--- config.mk ---
export PLATFORM = sky130hd
export DESIGN_NAME = mac_accum_block_flat
export DESIGN_NICKNAME = d
export VERILOG_FILES = /design/src/rtl/mac_accum_block_if.sv /design/src/rtl/mac_accum_block.sv /design/src/flat_wrapper.sv
export SDC_FILE = /design/constraint.sdc
export NUM_CORES = 1
export LEC_CHECK = 0
export CORE_MARGIN = 1
export CORE_UTILIZATION = 45
export DETAILED_ROUTE_END_ITERATION = 7
export GPL_ROUTABILITY_DRIVEN = 1
export PLACE_DENSITY = 0.68
export SLEW_MARGIN = 20
export SYNTH_ARGS = -nofsm -noshare
export SYNTH_HDL_FRONTEND = slang
export SYNTH_SLANG_ARGS = --single-unit
--- constraint.sdc ---
create_clock -name clk -period 3.6 [get_ports clk]
set_input_delay 0.54 -clock clk [delete_from_list [all_inputs] [get_ports clk]]
set_output_delay 0.54 -clock clk [all_outputs]
set_load 0.02 [all_outputs]
--- src/rtl/mac_accum_block_if.sv ---
// mac_accum_block_if
//   Bundles the product-input and result-output channels of the MAC
//   accumulator stage.
//
//   Handshake: a transfer happens on a rising clk edge where valid and ready
//   are both 1. The producer holds valid and its payload until that edge, and
//   ready may depend combinationally on the consumer's own state.
//     input channel : in_valid / in_ready, payload in_last + C (+ en, cfg)
//     output channel: out_valid / out_ready, payload acc_out, cnt_out, ovf_out
//
//   Modports:
//     master - upstream/downstream environment side
//     slave  - the accumulator block
interface mac_accum_block_if #(
    parameter int MAC_CONF_WIDTH = 3,
    parameter int MAC_MIN_WIDTH  = 8,
    parameter int MAC_INT_WIDTH  = 5 * MAC_MIN_WIDTH,
    parameter int MAC_ACC_WIDTH  = 48,
    parameter int MAC_CNT_WIDTH  = 16
) ();
    logic                      en;
    logic [MAC_CONF_WIDTH-1:0] cfg;
    logic                      in_valid;
    logic                      in_last;
    logic [MAC_INT_WIDTH-1:0]  C;
    logic                      in_ready;
    logic [MAC_ACC_WIDTH-1:0]  acc_out;
    logic [MAC_CNT_WIDTH-1:0]  cnt_out;
    logic                      ovf_out;
    logic                      out_valid;
    logic                      out_ready;

    modport master (
        output en, cfg, in_valid, in_last, C, out_ready,
        input  in_ready, acc_out, cnt_out, ovf_out, out_valid
    );

    modport slave (
        input  en, cfg, in_valid, in_last, C, out_ready,
        output in_ready, acc_out, cnt_out, ovf_out, out_valid
    );
endinterface

--- src/rtl/mac_accum_block.sv ---
// mac_accum_block
//   Accumulates the unsigned product beats of the MAC multiply stage. Each
//   beat is masked to the width produced by the active Single/Dual/Quad config,
//   zero-extended and added into a wide accumulator. A last beat moves the
//   total, term count and sticky overflow flag into a one-entry result buffer
//   that is drained through out_valid/out_ready.
//
//   Optional feature: define MAC_ACC_SAT_EN to clamp the accumulator to
//   all-ones on carry-out (default build wraps modulo 2^MAC_ACC_WIDTH).
//
//   Ports:
//     clk       - clock, rising edge
//     rst       - asynchronous active-low reset
//     bus       - mac_accum_block_if.slave: en, cfg, in_valid, in_last, C,
//                 in_ready, acc_out, cnt_out, ovf_out, out_valid, out_ready
//     dbg_state - current FSM state (0 = IDLE, 1 = ACCUM)
module mac_accum_block #(
    parameter int MAC_CONF_WIDTH = 3,
    parameter int MAC_MIN_WIDTH  = 8,
    parameter int MAC_INT_WIDTH  = 5 * MAC_MIN_WIDTH,
    parameter int MAC_ACC_WIDTH  = 48,
    parameter int MAC_CNT_WIDTH  = 16
) (
    input  logic               clk,
    input  logic               rst,
    mac_accum_block_if.slave   bus,
    output logic [0:0]         dbg_state
);
    localparam logic [0:0] ST_IDLE  = 1'b0;
    localparam logic [0:0] ST_ACCUM = 1'b1;

    // Single mode yields 2*MIN product bits, dual 3*MIN, quad the full word.
    localparam int SGL_W  = 2 * MAC_MIN_WIDTH;
    localparam int DUAL_W = 3 * MAC_MIN_WIDTH;
    localparam logic [MAC_INT_WIDTH-1:0] MASK_SGL =
        {{(MAC_INT_WIDTH - SGL_W){1'b0}}, {SGL_W{1'b1}}};
    localparam logic [MAC_INT_WIDTH-1:0] MASK_DUAL =
        {{(MAC_INT_WIDTH - DUAL_W){1'b0}}, {DUAL_W{1'b1}}};

    logic [0:0]               state_q, state_d;
    logic [1:0]               cfg_q, cfg_d;
    logic [MAC_ACC_WIDTH-1:0] acc_q, acc_d;
    logic [MAC_CNT_WIDTH-1:0] cnt_q, cnt_d;
    logic                     ovf_q, ovf_d;
    logic [MAC_ACC_WIDTH-1:0] res_acc_q, res_acc_d;
    logic [MAC_CNT_WIDTH-1:0] res_cnt_q, res_cnt_d;
    logic                     res_ovf_q, res_ovf_d;
    logic                     out_valid_q, out_valid_d;

    logic [1:0]               cfg_eff;
    logic [MAC_INT_WIDTH-1:0] c_masked;
    logic [MAC_ACC_WIDTH-1:0] term;
    logic [MAC_ACC_WIDTH-1:0] acc_base;
    logic [MAC_ACC_WIDTH:0]   sum_full;
    logic                     carry;
    logic [MAC_ACC_WIDTH-1:0] acc_next;
    logic [MAC_CNT_WIDTH-1:0] cnt_next;
    logic                     ovf_next;
    logic                     in_ready;
    logic                     accept;

    // Only cfg[1:0] selects the mode; upper config bits are don't-care.
    wire unused_cfg = ^bus.cfg;

    always_comb begin
        // The first beat of a sequence uses the live cfg; later beats use the
        // value captured with that first beat.
        cfg_eff = (state_q == ST_IDLE) ? bus.cfg[1:0] : cfg_q;
        case (cfg_eff)
            2'b00:   c_masked = bus.C & MASK_SGL;
            2'b01:   c_masked = bus.C & MASK_DUAL;
            default: c_masked = bus.C;
        endcase
        term = MAC_ACC_WIDTH'(c_masked);

        // In IDLE the sum starts from zero, so the first term never carries.
        acc_base = (state_q == ST_IDLE) ? '0 : acc_q;
        sum_full = {1'b0, acc_base} + {1'b0, term};
        carry    = sum_full[MAC_ACC_WIDTH];
`ifdef MAC_ACC_SAT_EN
        // Once clamped, every further add also carries (or adds 0), so the
        // accumulator stays at all-ones for the rest of the sequence.
        acc_next = carry ? '1 : sum_full[MAC_ACC_WIDTH-1:0];
`else
        acc_next = sum_full[MAC_ACC_WIDTH-1:0];
`endif
        ovf_next = ((state_q == ST_IDLE) ? 1'b0 : ovf_q) | carry;
        if (state_q == ST_IDLE)
            cnt_next = MAC_CNT_WIDTH'(1);
        else if (&cnt_q)
            cnt_next = cnt_q;
        else
            cnt_next = cnt_q + MAC_CNT_WIDTH'(1);

        // The buffer is free when empty or being drained this cycle.
        in_ready = bus.en & (~out_valid_q | bus.out_ready);
        accept   = bus.in_valid & in_ready;

        state_d     = state_q;
        cfg_d       = cfg_q;
        acc_d       = acc_q;
        cnt_d       = cnt_q;
        ovf_d       = ovf_q;
        res_acc_d   = res_acc_q;
        res_cnt_d   = res_cnt_q;
        res_ovf_d   = res_ovf_q;
        out_valid_d = out_valid_q;

        if (out_valid_q && bus.out_ready)
            out_valid_d = 1'b0;

        if (accept) begin
            if (state_q == ST_IDLE)
                cfg_d = bus.cfg[1:0];
            if (bus.in_last) begin
                state_d     = ST_IDLE;
                acc_d       = '0;
                cnt_d       = '0;
                ovf_d       = 1'b0;
                res_acc_d   = acc_next;
                res_cnt_d   = cnt_next;
                res_ovf_d   = ovf_next;
                out_valid_d = 1'b1;
            end else begin
                state_d = ST_ACCUM;
                acc_d   = acc_next;
                cnt_d   = cnt_next;
                ovf_d   = ovf_next;
            end
        end
    end

    always_ff @(posedge clk or negedge rst) begin
        if (!rst) begin
            state_q     <= ST_IDLE;
            cfg_q       <= 2'b00;
            acc_q       <= '0;
            cnt_q       <= '0;
            ovf_q       <= 1'b0;
            res_acc_q   <= '0;
            res_cnt_q   <= '0;
            res_ovf_q   <= 1'b0;
            out_valid_q <= 1'b0;
        end else begin
            state_q     <= state_d;
            cfg_q       <= cfg_d;
            acc_q       <= acc_d;
            cnt_q       <= cnt_d;
            ovf_q       <= ovf_d;
            res_acc_q   <= res_acc_d;
            res_cnt_q   <= res_cnt_d;
            res_ovf_q   <= res_ovf_d;
            out_valid_q <= out_valid_d;
        end
    end

    assign bus.in_ready  = in_ready;
    assign bus.acc_out   = res_acc_q;
    assign bus.cnt_out   = res_cnt_q;
    assign bus.ovf_out   = res_ovf_q;
    assign bus.out_valid = out_valid_q;
    assign dbg_state     = state_q;
endmodule

--- src/flat_wrapper.sv ---
// flat-port wrapper written by rule: the top's interface ports become plain ports
module mac_accum_block_flat 
#(
    parameter int MAC_CONF_WIDTH = 3,
    parameter int MAC_MIN_WIDTH  = 8,
    parameter int MAC_INT_WIDTH  = 5 * MAC_MIN_WIDTH,
    parameter int MAC_ACC_WIDTH  = 48,
    parameter int MAC_CNT_WIDTH  = 16
)
  (clk, rst, dbg_state, bus_en, bus_cfg, bus_in_valid, bus_in_last, bus_C, bus_out_ready, bus_in_ready, bus_acc_out, bus_cnt_out, bus_ovf_out, bus_out_valid);
  mac_accum_block_if #(.MAC_CONF_WIDTH(MAC_CONF_WIDTH), .MAC_MIN_WIDTH(MAC_MIN_WIDTH), .MAC_INT_WIDTH(MAC_INT_WIDTH), .MAC_ACC_WIDTH(MAC_ACC_WIDTH), .MAC_CNT_WIDTH(MAC_CNT_WIDTH)) bus_i ();
  input  logic clk;
  input  logic rst;
  output logic [0:0] dbg_state;
  input wire logic [$bits(bus_i.en)-1:0] bus_en;
  input wire logic [$bits(bus_i.cfg)-1:0] bus_cfg;
  input wire logic [$bits(bus_i.in_valid)-1:0] bus_in_valid;
  input wire logic [$bits(bus_i.in_last)-1:0] bus_in_last;
  input wire logic [$bits(bus_i.C)-1:0] bus_C;
  input wire logic [$bits(bus_i.out_ready)-1:0] bus_out_ready;
  output wire logic [$bits(bus_i.in_ready)-1:0] bus_in_ready;
  output wire logic [$bits(bus_i.acc_out)-1:0] bus_acc_out;
  output wire logic [$bits(bus_i.cnt_out)-1:0] bus_cnt_out;
  output wire logic [$bits(bus_i.ovf_out)-1:0] bus_ovf_out;
  output wire logic [$bits(bus_i.out_valid)-1:0] bus_out_valid;
  assign bus_i.en = bus_en;
  assign bus_i.cfg = bus_cfg;
  assign bus_i.in_valid = bus_in_valid;
  assign bus_i.in_last = bus_in_last;
  assign bus_i.C = bus_C;
  assign bus_i.out_ready = bus_out_ready;
  assign bus_in_ready = bus_i.in_ready;
  assign bus_acc_out = bus_i.acc_out;
  assign bus_cnt_out = bus_i.cnt_out;
  assign bus_ovf_out = bus_i.ovf_out;
  assign bus_out_valid = bus_i.out_valid;
  mac_accum_block #(.MAC_CONF_WIDTH(MAC_CONF_WIDTH), .MAC_MIN_WIDTH(MAC_MIN_WIDTH), .MAC_INT_WIDTH(MAC_INT_WIDTH), .MAC_ACC_WIDTH(MAC_ACC_WIDTH), .MAC_CNT_WIDTH(MAC_CNT_WIDTH)) u_core (.clk(clk), .rst(rst), .bus(bus_i), .dbg_state(dbg_state));
endmodule
After elaboration in Yosys (flattened, before gate mapping)
Index checks and enable logic that the tools add are counted.
{"block": "word_totals", "ff_bits": 134, "word_cells": 34}
{"block": "classes", "bitwise": 5, "n_eq_ne": 1, "n_mux": 13, "add_sub_neg": 2, "n_reduce_logical": 4}
{"cell": "two-way mux 48 bit", "count": 2}
{"cell": "case mux 40 bit (2 select lines)", "count": 1}
{"cell": "adder 48 x 40 -> 49 bit", "count": 1}
{"cell": "two-way mux 16 bit", "count": 3}
{"cell": "adder 16 x 1 -> 16 bit (second input constant)", "count": 1}
{"cell": "AND reduction 16 bit", "count": 1}
{"cell": "two-way mux 1 bit", "count": 6}
{"cell": "bitwise AND 1 bit", "count": 2}
{"cell": "== test 2 x 1 -> 1 bit (second input constant)", "count": 1}
{"cell": "zero test 2 bit", "count": 1}
{"cell": "two-way mux 2 bit", "count": 1}
{"cell": "bitwise OR 1 bit", "count": 2}
{"cell": "AND reduction 2 bit", "count": 1}
{"cell": "logical AND 1 bit", "count": 1}
{"cell": "NOT 1 bit", "count": 1}

Logic depth before layout (Yosys ltp)
Gate-level depths: netlist of the first run.
{"block": "depth", "ltp_word": 6, "ltp_mapped": 16, "mapped_depth_nobuf": 13}

Worst setup path before layout of the first run
Ideal clock, no wire load.
{"block": "synth_timing", "kind": "flip-flop to flip-flop", "start": "reg u_core.state_q (netlist: u_core.dbg_state)", "end": "reg u_core.res_acc_q[42] (netlist: u_core.bus.acc_out[42])", "synth_period_minus_slack_ns": 4.025, "path_slack_ns": -0.425, "arrival_ns": 3.899, "n_path_buf": 3, "setup_ns": 0.126, "stages_incl_launch_ff": 15, "cell_sequence": "dfrtp_1 > clkbuf_1 > clkbuf_1 > clkbuf_1 > nand2_1 > fa_1 > nand2b_1 > a211oi_2 > o32ai_1 > or3_1 > or3_1 > nand3_2 > o21bai_4 > o2111a_1 > a221o_1"}
{"block": "synth_between", "elab_chain_cells": 4, "word_cells_on_any_way": 6, "cone_classes": "add/sub (1); eq/ne (1); mux (3); reduce/logical (1)"}
{"item": "start: declaration", "line": "mac_accum_block.sv:40", "rtl": "logic [0:0] state_q, state_d;"}
{"item": "start signal: assignment", "line": "mac_accum_block.sv:145", "rtl": "state_q <= state_d;"}
{"item": "two-way mux 2 bit", "line": "mac_accum_block.sv:68", "rtl": "cfg_eff = (state_q == ST_IDLE) ? bus.cfg[1:0] : cfg_q;"}
{"item": "== test 2 x 1 -> 1 bit or zero test 2 bit (tied branches)", "line": "mac_accum_block.sv:69", "rtl": "case (cfg_eff)"}
{"item": "case mux 40 bit (2 select lines)", "line": "mac_accum_block.sv:69"}
{"item": "adder 48 x 40 -> 49 bit (*)", "line": "mac_accum_block.sv:78", "rtl": "sum_full = {1'b0, acc_base} + {1'b0, term};"}
{"item": "end signal: assignment", "line": "mac_accum_block.sv:150", "rtl": "res_acc_q <= res_acc_d;"}
{"item": "end: declaration", "line": "mac_accum_block.sv:45", "rtl": "logic [MAC_ACC_WIDTH-1:0] res_acc_q, res_acc_d;"}
Mark *: on every way between the ends. The rest lies on a longest branch, timed or not.
A chain may end at the register's enable or synchronous reset.

Worst setup path in the final report of the first run
{"block": "layout_timing", "start": "reg u_core.state_q (netlist: u_core.dbg_state)", "end": "reg u_core.acc_q[43]"}
{"block": "layout_between", "elab_chain_cells": 5, "word_cells_on_any_way": 7, "cone_classes": "add/sub (1); eq/ne (1); mux (4); reduce/logical (1)"}
{"item": "two-way mux 2 bit", "line": "mac_accum_block.sv:68"}
{"item": "== test 2 x 1 -> 1 bit or zero test 2 bit (tied branches)", "line": "mac_accum_block.sv:69"}
{"item": "case mux 40 bit (2 select lines)", "line": "mac_accum_block.sv:69"}
{"item": "adder 48 x 40 -> 49 bit (*)", "line": "mac_accum_block.sv:78"}
{"item": "two-way mux 48 bit (*)", "line": "mac_accum_block.sv:115", "rtl": "if (bus.in_last) begin"}
{"item": "end signal: assignment", "line": "mac_accum_block.sv:137", "rtl": "acc_q <= '0;"}
{"item": "end signal: assignment", "line": "mac_accum_block.sv:147", "rtl": "acc_q <= acc_d;"}
{"item": "end: declaration", "line": "mac_accum_block.sv:42", "rtl": "logic [MAC_ACC_WIDTH-1:0] acc_q, acc_d;"}
Marks and branches as above.

==> qor.txt, run 1 <==
Outcome: completed
Distinct cells, synth: 63
Seq pwr share: 31.5%
Lkg Pwr: 5.235 nW
Post-Synth Adder-Cell Area: 6.445%
Hold Buf Count CTS: 0
Clock power frac: 27.6%
Slew Viols, Final: 0
Synth area leaders: dfrtp_1 (41%), nand2_1 (7.4%), ha_1 (6.2%)
Combinational Power Share: 40.9%
# diodes: 0
Number of flops mapped to enable cells by yosys: 0
Largest fanout on the critical path: 18
Syn Inst Count: 929
Mapped Nets: 1020
Clk sinks: 134
Final min period: 3468 ps
Crit start category: flip-flop
Clk root buf: clkbuf_16
Total track usage: 24.37%
Clock transition at path regs: 60 ps
Post-Synth Simple-Gate Area: 20.86%
Slew headroom: 55.58%
Initial antenna violation count: 0
Slew @ Worst Pin: 666.3 ps
Switching pwr: 2.272 mW
Clock Latency Late Sink: 420 ps
Die area: 18930 sq um
CTS Buf Count: 17
Register area share after synthesis: 40.54%
Top-area cell type share of the netlist area: 40.54%
Cell taking the most area after synthesis: dfrtp_1
Final Util: 62.13%
XOR/XNOR Fraction of Synth Area: 5.189%
Total negative slack: 0 ps
Layout cells sized above 1: 17.55%
Yosys warns: 0
First-pass GRT wire length: 35610 microns
Tcrit/Tclk final: 96.32%
Die X: 137.6 microns
CTS max path bufs: 2
R2r setup slk: 130 ps
Fill cell count: 1576
Switch share: 34.55%
DR pass1 iterations: 7
H-tree depth: 4
CP Data Arrival Time: 3830 ps
Data required, critical path: 3960 ps
Endpoints failing setup: 0
Vias in the first global route: 7178
Avg Inst Size Synth: 8.903 sq um
Async S/R FF share, synth: 100.0%
Mux share of post-synthesis cell area: 2.269%
DRC: 0
Routed Antenna Nets: 0
Main combinational cell family by area after synthesis: compound AO/OA/AOI/OAI gates
Pre-CTS setup slack: -577.6 ps
Y dimension of the die: 137.6 microns
Commonest cells in the netlist: nand2_1 (164), dfrtp_1 (134), a21oi_1 (62)
Largest net degree at the start of global routing: 70
Clk_skew: 8.398 ps
GR Overflow Total: 0
Port Buf Inserts: 115
Synth Flop Type: dfrtp_1
GPL Wtd Cong: 0.8911
CORE AREA: 17960 sq um
Standard-cell row count: 49
Post-detail-place hpwl: 15500 microns
Hold Crit Class: in2async
FF+latch count, synth: 134
Max Fclk: 0.2884 GHz
DR iter-0 viols: 427
PwrDens: 589.3 nW/um^2
VDD IR-drop max: 0.3952 mV
Fin nets: 1206
Vias per cell: 5.520
Starting density of the core: 46.04%
Post-synthesis compound-gate area fraction: 21.71%
Max cap viols: 0
P_int: 4.305 mW
Final hold violation count: 0
Critical Path End Type: flip-flop
Cell area after synthesis: 8270 sq um
Final Worst Setup Slack: 132.4 ps
WL final: 22180 microns
IO Count: 117
DR vias: 7490
CTS tree: done
Area growth syn-to-layout: 34.95%
Wire per inst: 16.35 microns
Setup CP Type: reg2reg
Most common cell in the netlist: nand2_1
[layout make-up]
| cell class | instances | area (sq um) | share of cell area (%) |
|---|---|---|---|
| multi-input cells | 731 | 4891 | 43.82 |
| repair buffers | 217 | 1959 | 17.56 |
| flip-flops and latches | 134 | 3354 | 30.06 |
| inverters | 14 | 52.55 | 0.4709 |
| well taps | 229 | 286.5 | 2.567 |
| clock inverters | 11 | 146.4 | 1.312 |
| clock buffers | 21 | 470.5 | 4.215 |
[layout by cell type, fill, tap and decap left out, types with 3 or more instances in the layout]
| master | Yosys | final |
|---|---|---|
| buf_6 | 0 | 4 |
| a21o_1 | 31 | 31 |
| a31o_2 | 7 | 7 |
| clkinv_2 | 0 | 3 |
| buf_4 | 1 | 95 |
| a22o_1 | 38 | 38 |
| clkbuf_16 | 0 | 17 |
| clkbuf_8 | 0 | 3 |
| nor2_1 | 36 | 34 |
| o211ai_1 | 3 | 3 |
| dfrtp_1 | 134 | 133 |
| xor2_1 | 21 | 21 |
| and3_1 | 14 | 14 |
| o2111ai_1 | 3 | 3 |
| bufinv_16 | 0 | 3 |
| mux2_2 | 14 | 14 |
| o21bai_1 | 7 | 7 |
| ha_4 | 0 | 5 |
| a21oi_1 | 62 | 58 |
| and2_1 | 54 | 51 |
| ha_1 | 41 | 35 |
| xnor2_1 | 28 | 28 |
| a211oi_1 | 4 | 3 |
| a41oi_1 | 5 | 4 |
| nand2_1 | 164 | 161 |
| o21ai_1 | 2 | 7 |
| nand2b_1 | 8 | 7 |
| o21ai_0 | 57 | 52 |
| nand3_1 | 18 | 18 |
| clkdlybuf4s50_1 | 0 | 114 |
| nor3_1 | 7 | 6 |
| nand4_1 | 18 | 18 |
| inv_1 | 14 | 14 |
| a31oi_1 | 13 | 11 |
| nor2b_1 | 23 | 23 |
| o31ai_1 | 9 | 9 |
| a21oi_2 | 0 | 3 |
[stage by stage]
step	area, sq um	cells	hold slack (ps)	total power [mW]
global route	11160	1357	177.2	6.943
global placement	10320	1322	440.9	4.633
detailed placement	10320	1322	448.6	4.661
finish	11160	1357	129.9	6.577
floorplan	8332	929	244.4	3.560
CTS	10940	1354	147.4	6.521
[worst paths after layout]
| check | from | endpoint | depth (start not counted) |
|---|---|---|---|
| max | u_core.dbg_state$_DFFE_PN0P_ | u_core.acc_q[43]$_DFFE_PN0P_ | 16 |
| min | rst | u_core.bus.acc_out[24]$_DFFE_PN0P_ | 1 |
| max reg2reg | u_core.dbg_state$_DFFE_PN0P_ | u_core.acc_q[43]$_DFFE_PN0P_ | 16 |
| min reg2reg | u_core.acc_q[0]$_DFFE_PN0P_ | u_core.acc_q[0]$_DFFE_PN0P_ | 2 |
| max in group asynchronous | rst | u_core.bus.ovf_out$_DFFE_PN0P_ | 2 |
| min in group clk | u_core.acc_q[0]$_DFFE_PN0P_ | u_core.acc_q[0]$_DFFE_PN0P_ | 2 |
[cells by family after synthesis]
family,Yosys count
mux,17
simple gates,357
buf+inv,64
fa+ha+maj,42
compound gates,266
xor+xnor,49
flops,134
[worst max-delay path: stages (launching register included)]
cell,delay (ps)
dfrtp_2,510
buf_8,190
and2_1,140
ha_1,310
nand4_1,190
buf_4,190
a211oi_2,200
buf_4,140
buf_4,100
o2111ai_1,100
nand2_1,140
a41oi_2,140
buf_4,170
o31ai_4,200
buf_6,160
or4b_1,430
nand3_1,80
[flip-flops by register name, indices dropped and copies added (netlist names)]
signal                cells
u_core.bus.acc_out       48
u_core.acc_q             48
u_core.bus.out_valid      1
u_core.bus.ovf_out        1
u_core.bus.cnt_out       16
u_core.ovf_q              1
u_core.cfg_q              2
u_core.dbg_state          1
u_core.cnt_q             16
[layer usage]
| layer | share of wire [%] | global-route usage (%) | up-vias |
|---|---|---|---|
| met5 | 0 | 0 | - |
| met4 | 1.4 | 8.364 | 0 |
| met3 | 4.1 | 3.974 | 21 |
| met2 | 47 | 39.84 | 186 |
| met1 | 48 | 32.58 | 3583 |
| li1 | - | - | 3700 |
[what timing repair did]
item / CTS / global route
gates cloned: 0 / 1
gates resized for setup: 3 / 41
setup endpoints to repair: 8 / 35
buffers inserted: 0 / 2
pin swaps: 0 / 12
[power groups by stage]
stage | Combinational, mW | Clock [mW] | Sequential, mW
3_5_place_dp | 2.58 | 0 | 2.08
4_1_cts | 2.61 | 1.84 | 2.07
6_report | 2.69 | 1.82 | 2.07
3_3_place_gp | 2.56 | 0 | 2.08
2_1_floorplan | 1.25 | 0 | 2.31
5_1_grt | 2.92 | 1.90 | 2.11
(Power assumes the default switching activity.)
==> run 2: changes to the inputs <==
- CORE_MARGIN: 1 -> 2
- PLACE_DENSITY: 0.68 -> 0.66
- clock period: 3.6 -> 4.3 ns (I/O delays scaled with it)
==> qor.txt, run 2 (synthesis results as in run 1) <==
# diodes: 0 (unchanged)
Routed Antenna Nets: 0 (unchanged)
Setup crit start: u_core.dbg_state$_DFFE_PN0P_ (unchanged)
Slew Viols, Final: 0 (unchanged)
First-pass GRT wire length: 35820 microns (was 35610 microns)
DR pass1 iterations: 7 (unchanged)
Tot Pwr: 5.226 mW (was 6.577 mW)
Post_cts resized: 0 (was 3)
Fill cell count: 1634 (was 1576)
Standard-cell row count: 49 (unchanged)
Post-Place Cells: 1249 (was 1322)
Final hold violation count: 0 (unchanged)
Worst r2r src: u_core.dbg_state$_DFFE_PN0P_ (unchanged)
Vias in the first global route: 7144 (was 7178)
Commonest non-fill, non-tap cell in the layout: nand2_1 (unchanged)
Clk_skew: 10.48 ps (was 8.398 ps)
DRC: 0 (unchanged)
CTS max path bufs: 2 (unchanged)
Vias per cell: 5.662 (was 5.520)
Slew headroom: 46.15% (was 55.58%)
Fin nets: 1130 (was 1206)
CORE AREA: 18020 sq um (was 17960 sq um)
Clock transition at path regs: 60 ps (about the same)
Most frequent cells in the layout: nand2_1 (162), dfrtp_1 (133), clkdlybuf4s50_1 (114), a21oi_1 (62), o21ai_0 (57) (was nand2_1 (161), dfrtp_1 (133), clkdlybuf4s50_1 (114), buf_4 (95), a21oi_1 (58))
Clk root buf: clkbuf_16 (unchanged)
Critical Path End Type: flip-flop (unchanged)
Largest fanout on the critical path: 21 (was 18)
Worst reg-to-reg path cell count: 15 (was 16)
PwrDens: 504.2 nW/um^2 (was 589.3 nW/um^2)
Die area: 19480 sq um (was 18930 sq um)
WP depth: 15 (was 16)
Largest net degree at the start of global routing: 88 (was 70)
Tcrit/Tclk final: 90.79% (was 96.32%)
Post-detail-place hpwl: 15010 microns (was 15500 microns)
CP Data Arrival Time: 4210 ps (was 3830 ps)
Starting density of the core: 45.88% (was 46.04%)
Total track usage: 22.58% (was 24.37%)
Layout cells sized above 1: 8.840% (was 17.55%)
Final min period: 3904 ps (was 3468 ps)
Setup crit end: u_core.bus.acc_out[39]$_DFFE_PN0P_ (was u_core.acc_q[43]$_DFFE_PN0P_)
Outcome: completed (unchanged)
Slew @ Worst Pin: 807.7 ps (was 666.3 ps)
Crit start category: flip-flop (unchanged)
Y dimension of the die: 139.6 microns (was 137.6 microns)
Final Worst Setup Slack: 396.1 ps (was 132.4 ps)
CP delay by family, top: compound AO/OA/AOI/OAI gates (was simple AND/OR/NAND/NOR gates)
Endpoints failing setup: 0 (unchanged)
WHS: 283.9 ps (was 129.9 ps)
Clk sinks: 134 (unchanged)
Clock Latency Late Sink: 430 ps (was 420 ps)
Max cap viols: 0 (unchanged)
CP cell instances: mux2i_1 -> nand2_1 -> and2_1 -> ha_1 -> a21oi_1 -> o211ai_1 -> a21boi_0 -> buf_4 -> o211a_1 -> a211o_1 -> a41oi_1 -> buf_4 -> o21ai_0 -> xnor2_1 -> mux2_2 (was buf_8 -> and2_1 -> ha_1 -> nand4_1 -> buf_4 -> a211oi_2 -> buf_4 -> buf_4 -> o2111ai_1 -> nand2_1 -> a41oi_2 -> buf_4 -> o31ai_4 -> buf_6 -> or4b_1 -> nand3_1)
Hold Buf Count CTS: 0 (unchanged)
CTS tree: done (unchanged)
CP max stage cell: dfrtp_2 (unchanged)
Unrepaired setup endpoints after global routing: false
Non-Filler Instances: 1281 (was 1357)
Die X: 139.6 microns (was 137.6 microns)
Most frequent CP cell: buf_4 (unchanged)
Placement Cell Area: 9758 sq um (was 10320 sq um)
Bufs and invs on worst path: 2 (was 6)
Total negative slack: 0 ps (unchanged)
Wire per inst: 16.61 microns (was 16.35 microns)
VDD IR-drop max: 0.3608 mV (was 0.3952 mV)
R2r setup slk: 400 ps (was 130 ps)
Area growth syn-to-layout: 25.32% (was 34.95%)
Setup Buffers After CTS: 0 (unchanged)
CTS Buf Count: 17 (unchanged)
CP max stage delay: 620 ps (was 510 ps)
Worst r2r dst: u_core.bus.acc_out[39]$_DFFE_PN0P_ (was u_core.acc_q[43]$_DFFE_PN0P_)
Data required, critical path: 4610 ps (was 3960 ps)
Final Util: 57.50% (was 62.13%)
Hold Crit Class: in2async (unchanged)
GPL Wtd Cong: 0.9115 (was 0.8911)
Final Cell Area: 10360 sq um (was 11160 sq um)
Port Buf Inserts: 115 (unchanged)
WL final: 21280 microns (was 22180 microns)
IO Count: 117 (unchanged)
Lkg Pwr: 4.849 nW (was 5.235 nW)
Pre-CTS setup slack: 26.28 ps (was -577.6 ps)
DR iter-0 viols: 399 (was 427)
DR vias: 7253 (was 7490)
GR Overflow Total: 0 (unchanged)
H-tree depth: 4 (unchanged)
Initial antenna violation count: 0 (unchanged)
Setup CP Type: reg2reg (unchanged)
Max Fclk: 0.2562 GHz (was 0.2884 GHz)
[run 2: cell count changes in the layout (fill, tap and decap cells not counted), sizes merged]
cell	delta
buf	-76
clkbuf	-1
clkinv	+1
clkinvlp	+1
inv	-1
[run 2: worst min path at each step]
stage                                 from                            endpoint  slack [ps]
2_1_floorplan                          rst         u_core.acc_q[0]$_DFFE_PN0P_         350
3_3_place_gp   u_core.acc_q[0]$_DFFE_PN0P_         u_core.acc_q[0]$_DFFE_PN0P_         440
3_5_place_dp   u_core.acc_q[0]$_DFFE_PN0P_         u_core.acc_q[0]$_DFFE_PN0P_         450
4_1_cts                                rst  u_core.bus.acc_out[28]$_DFFE_PN0P_         310
5_1_grt                                rst  u_core.bus.acc_out[28]$_DFFE_PN0P_         350
6_report                               rst  u_core.bus.acc_out[28]$_DFFE_PN0P_         280
[run 2: cell type report]
cell class,instances,area (sq um),share of cell area (%)
Clock buffer,20,456.7,4.406
Clock inverter,12,150.1,1.449
Inverter,14,52.55,0.5070
Multi-Input combinational cell,731,4679,45.15
Sequential cell,134,3354,32.36
Tap cell,229,286.5,2.764
Timing Repair Buffer,141,1385,13.36
[run 2: worst register-to-register path, delay by kind of cell, from the launching register on]
| kind | cells | cell delay (ps) |
|---|---|---|
| mux | 2 | 560 |
| compound gates | 7 | 1380 |
| xor+xnor | 1 | 120 |
| buf+inv | 2 | 350 |
| simple gates | 2 | 430 |
| flops | 1 | 620 |
| fa+ha+maj | 1 | 320 |
[run 2: where the power goes]
group          internal [mW]  switching, mW
sequential              1.55          0.174
combinational          0.907           1.08
clock                  0.940          0.570
[run 2: per-layer routing]
metal  GRT usage (%)  vias up  part of all wire [%]
li1                -     3545                     -
met1           31.37     3497                    49
met2           35.89      179                    45
met3           4.095       32                   4.2
met4           7.579        0                   1.9
met5               0        -                     0
